**src/rtl/window_gen_3x3.sv**
```systemverilog
// Streaming 3x3 sliding-window generator: two row line buffers plus a 3x3 shift array,
// emitting each fully-populated window (no padding) one cycle after its last pixel is accepted.
module window_gen_3x3 #(
  parameter int DATA_W = 16,
  parameter int IMG_W  = 28,
  parameter int IMG_H  = 28
) (
  input  logic                     clk,
  input  logic                     rst,
  input  logic                     start,
  input  logic                     in_valid,
  input  logic signed [DATA_W-1:0] in_data,
  output logic                     in_ready,
  output logic signed [DATA_W-1:0] win0,
  output logic signed [DATA_W-1:0] win1,
  output logic signed [DATA_W-1:0] win2,
  output logic signed [DATA_W-1:0] win3,
  output logic signed [DATA_W-1:0] win4,
  output logic signed [DATA_W-1:0] win5,
  output logic signed [DATA_W-1:0] win6,
  output logic signed [DATA_W-1:0] win7,
  output logic signed [DATA_W-1:0] win8,
  output logic                     win_valid,
  output logic                     frame_done,
  output logic                     busy
);

  localparam int unsigned CW = $clog2(IMG_W);
  localparam int unsigned RW = $clog2(IMG_H);
  localparam logic [CW-1:0] COL_LAST = CW'(IMG_W - 1);
  localparam logic [RW-1:0] ROW_LAST = RW'(IMG_H - 1);

  typedef enum logic [1:0] {
    IDLE,
    FILL,
    RUN,
    DONE
  } state_t;

  state_t state, state_nxt;

  logic [CW-1:0] col;
  logic [RW-1:0] row;
  logic          accept;
  logic          col_last;
  logic          win_hit;

  logic signed [DATA_W-1:0] lb0 [IMG_W];
  logic signed [DATA_W-1:0] lb1 [IMG_W];

  // sh[r][c]: r = window row (0 oldest), c = window column (0 leftmost)
  logic signed [DATA_W-1:0] sh [3][3];
  logic signed [DATA_W-1:0] new_top, new_mid, new_bot;
  logic signed [DATA_W-1:0] win_q [9];

  assign in_ready   = (state == FILL) || (state == RUN);
  assign busy       = (state != IDLE);
  assign frame_done = (state == DONE);

  assign accept   = in_valid && in_ready;
  assign col_last = (col == COL_LAST);
  assign win_hit  = accept && (row >= RW'(2)) && (col >= CW'(2));

  assign new_top = lb1[col];
  assign new_mid = lb0[col];
  assign new_bot = in_data;

  always_ff @(posedge clk) begin
    if (rst) state <= IDLE;
    else     state <= state_nxt;
  end

  always_comb begin
    state_nxt = state;
    unique case (state)
      IDLE:    if (start) state_nxt = FILL;
      FILL:    if (accept && (row == RW'(1)) && col_last) state_nxt = RUN;
      RUN:     if (accept && (row == ROW_LAST) && col_last) state_nxt = DONE;
      DONE:    state_nxt = IDLE;
      default: state_nxt = IDLE;
    endcase
  end

  always_ff @(posedge clk) begin
    if (rst) begin
      col <= '0;
      row <= '0;
    end else if (state == DONE) begin
      col <= '0;
      row <= '0;
    end else if (accept) begin
      if (col_last) begin
        col <= '0;
        row <= row + 1'b1;
      end else begin
        col <= col + 1'b1;
      end
    end
  end

  // Storage only; stale contents are never exposed because windows need col>=2 and row>=2.
  always_ff @(posedge clk) begin
    if (accept) begin
      lb1[col] <= lb0[col];
      lb0[col] <= in_data;
      sh[0][0] <= sh[0][1];
      sh[0][1] <= sh[0][2];
      sh[0][2] <= new_top;
      sh[1][0] <= sh[1][1];
      sh[1][1] <= sh[1][2];
      sh[1][2] <= new_mid;
      sh[2][0] <= sh[2][1];
      sh[2][1] <= sh[2][2];
      sh[2][2] <= new_bot;
    end
  end

  // Window captured from the post-shift view: columns 1,2 of the array plus the incoming column.
  always_ff @(posedge clk) begin
    if (rst) begin
      win_valid <= 1'b0;
      win_q     <= '{default: '0};
    end else begin
      win_valid <= win_hit;
      if (win_hit) begin
        win_q[0] <= sh[0][1];
        win_q[1] <= sh[0][2];
        win_q[2] <= new_top;
        win_q[3] <= sh[1][1];
        win_q[4] <= sh[1][2];
        win_q[5] <= new_mid;
        win_q[6] <= sh[2][1];
        win_q[7] <= sh[2][2];
        win_q[8] <= new_bot;
      end
    end
  end

  assign win0 = win_q[0];
  assign win1 = win_q[1];
  assign win2 = win_q[2];
  assign win3 = win_q[3];
  assign win4 = win_q[4];
  assign win5 = win_q[5];
  assign win6 = win_q[6];
  assign win7 = win_q[7];
  assign win8 = win_q[8];

endmodule

```
**config.mk**
```make
export PLATFORM = sky130hd
export DESIGN_NAME = window_gen_3x3
export DESIGN_NICKNAME = d
export VERILOG_FILES = /design/src/rtl/window_gen_3x3.sv
export SDC_FILE = /design/constraint.sdc
export NUM_CORES = 1
export LEC_CHECK = 0
export ABC_AREA = 1
export CAP_MARGIN = 20
export CORE_ASPECT_RATIO = 2
export CORE_MARGIN = 1.5
export CORE_UTILIZATION = 30
export DETAILED_ROUTE_END_ITERATION = 8
export GPL_ROUTABILITY_DRIVEN = 0
export PLACE_DENSITY = 0.43
export SYNTH_ARGS = -nofsm -noshare
export SYNTH_HDL_FRONTEND = slang
export SYNTH_SLANG_ARGS = --single-unit
```
**constraint.sdc**
```tcl
create_clock -name clk -period 5 [get_ports clk]
set_input_delay 0.75 -clock clk [delete_from_list [all_inputs] [get_ports clk]]
set_output_delay 0.75 -clock clk [all_outputs]
set_load 0.03 [all_outputs]
```
==> impl_metrics.ini <==
[route]
drtIter0Drc = 1869
vias = 30800
drcViolationCount = 0
final_antenna_net_count = 0
dr.pass1.iters = 6
drt_wl_total_um = 151000
wl_per_cell_um = 22.5
viasPerCell = 4.58

[clock_tree]
clock_latency_ps = 700
clock-sinks = 1154
cts_max_level = 3
cts_made_buffers = 101
clockBufferDepth = 3
clk_pin_slew_worst_paths_ps = 70
cts_tree = built
cts_resized = 0
cts_hold_buf = 0
cts_setup_buffers = 0
cts_root_buf = clkbuf_16

[synth]
synth_fp_nets = 4445
ys_types = 27
synth.area.top_cells = edfxtp_1, nand2_1, dfxtp_1, nand3_1, inv_1
synth_ff_type = edfxtp_1
yosysSeqAreaShare_pct = 70.2
ys.warnings.count = 0
synth_seq_cells = 1154
synth-edff-count = 992
synth_top_cell_area_share_pct = 63.3
yosys.area.top_type = edfxtp_1
syn_avg_cell_area_sq_um = 10.7
synth_area_sq_um = 47100
synth_cells = 4414
synth_async_sr_flop_share_pct = 0

[grt]
grt_pass1_wl_um = 219000
gr-total-overflow = 0
track_usage_pct = 18.8
grt_max_degree = 159
antenna_found_initial = 2
grt_pass1_vias = 30700

[final_layout]
postLayoutCoreUtil_pct = 35.0
drive_above_1_share_pct = 7.04
fin_nets = 4592
stdcell_count = 6720
reg.largest.list = lb0: 448 flops, lb1: 448 flops, sh: 96 flops
design_area_sq_um = 54600
n_fill_cell = 15900
synthToLayoutAreaGrowth_pct = 16.0

[power]
leakagePower_nw = 21.1
irDropWorstVdd_v = 0.000299
power.density_nw_per_um2 = 477

[place]
detailed_place_hpwl_um = 89700
dp.cells = 6527
postPlaceCellArea_sq_um = 51300
io_buffer_count = 167

[worst_setup_path]
critPathCaptureType = flip-flop
required_ps = 5340
path_class = reg2reg
start_kind = flip-flop
r2r_setup_slack_ps = 1470
cp.arrival_ps = 3870
critPathMaxFanout = 79

[timing]
fmax_mhz = 284
relSlewSlack_pct = 28.4
hold_viol = 0
finalSetupViolCount = 0
rsz0062_at_grt = false
fin_skew_ps = 26.3
layout_min_cycle_time_ps = 3530
fin_crit_sh_pct = 70.5
hold_ws_ps = 447
worst_pin_slew_ps = 1070
drv_slew = 0
fin_setup_tns_ps = 0

[floorplan]
boundaryPins = 168
die_x_um = 283
start_util_pct = 30.2
rows = 205
fp.dieH_um = 563
die_area_sq_um = 159000
core_area_sq_um = 156000

[outcome]
status = completed

[job]
drv_cap = 0

[worst_hold_path]
hp-class = reg2reg
## final timing paths
kind,from,to,depth (start not counted)
max,flip-flop,lb1[11][12]$_DFFE_PP_,7
min,sh[0][3]$_DFFE_PN_,sh[0][19]$_DFFE_PN_,0
max reg2reg,flip-flop,lb1[11][12]$_DFFE_PP_,7
min reg2reg,sh[0][3]$_DFFE_PN_,sh[0][19]$_DFFE_PN_,0
## worst max-delay path: stages (launching register included)
cell	delay, ps
dfxtp_4	480
inv_8	450
buf_4	500
buf_4	450
o21ai_0	160
o211ai_1	110
nand3_1	120
nand2_1	820
## stage by stage
step,total power [mW],setup slack (ps)
after floorplan,15.9,852
after global placement,18.4,1160
after detailed placement,18.4,1110
after CTS,26.4,1370
after global routing,27.3,1220
final,26.1,1470
## Yosys cell counts, types with 16 or more instances
library cell and n:
buf_1 26, a21oi_1 135, clkbuf_1 57, or2_2 16, inv_1 580, edfxtp_1 992
dfxtp_1 162, nand2_1 1413, o21ai_0 61, buf_2 96, nand3_1 596, o211ai_1 33
buf_6 17, o21a_1 25, nor2_1 121, buf_4 40
## where the power goes
group          leakage, nW  switching [mW]  internal [mW]
Combinational         9.24            4.66           1.41
Clock                 1.61            3.64           4.32
Sequential            10.3           0.226           11.8
Total                 21.1            8.52           17.5
## cells by family after synthesis
family          count (synthesis)  synth area share (%)
xor+xnor                        1                0.0186
fa+ha+maj                      11                 0.292
compound gates                262                  3.10
buf+inv                       826                  7.44
simple gates                 2160                  19.0
flops                        1154                  70.2
## area by class of cell
class	count	area (sq um)	area share (%)
tap	2070	2590	4.74
sequential	1154	33000	60.5
inverter	590	2240	4.10
clock inverter	51	443	0.811
clock buffer	139	2830	5.17
antenna	2	5.00	0.00916
multi-input combinational	2434	10700	19.7
timing repair buffer	280	2730	4.99
## layout by cell type (no fill, tap or decap), drive strengths merged, types with 68 or more instances in the layout
master,n
dfxtp,162
a21oi,135
edfxtp,992
clkbuf,139
o21ai,68
nor2,123
inv,594
nand2,1416
clkdlybuf4s50,166
buf,114
nand3,597
## layer usage
metal / part of all wire, % / global-route usage, % / up-vias
li1: - / - / 14800
met1: 38 / 20.7 / 15200
met2: 56 / 37.0 / 599
met3: 3.2 / 1.86 / 177
met4: 3.4 / 6.58 / 0
met5: 0 / 0 / -
Power figures use the tool's default switching activity.
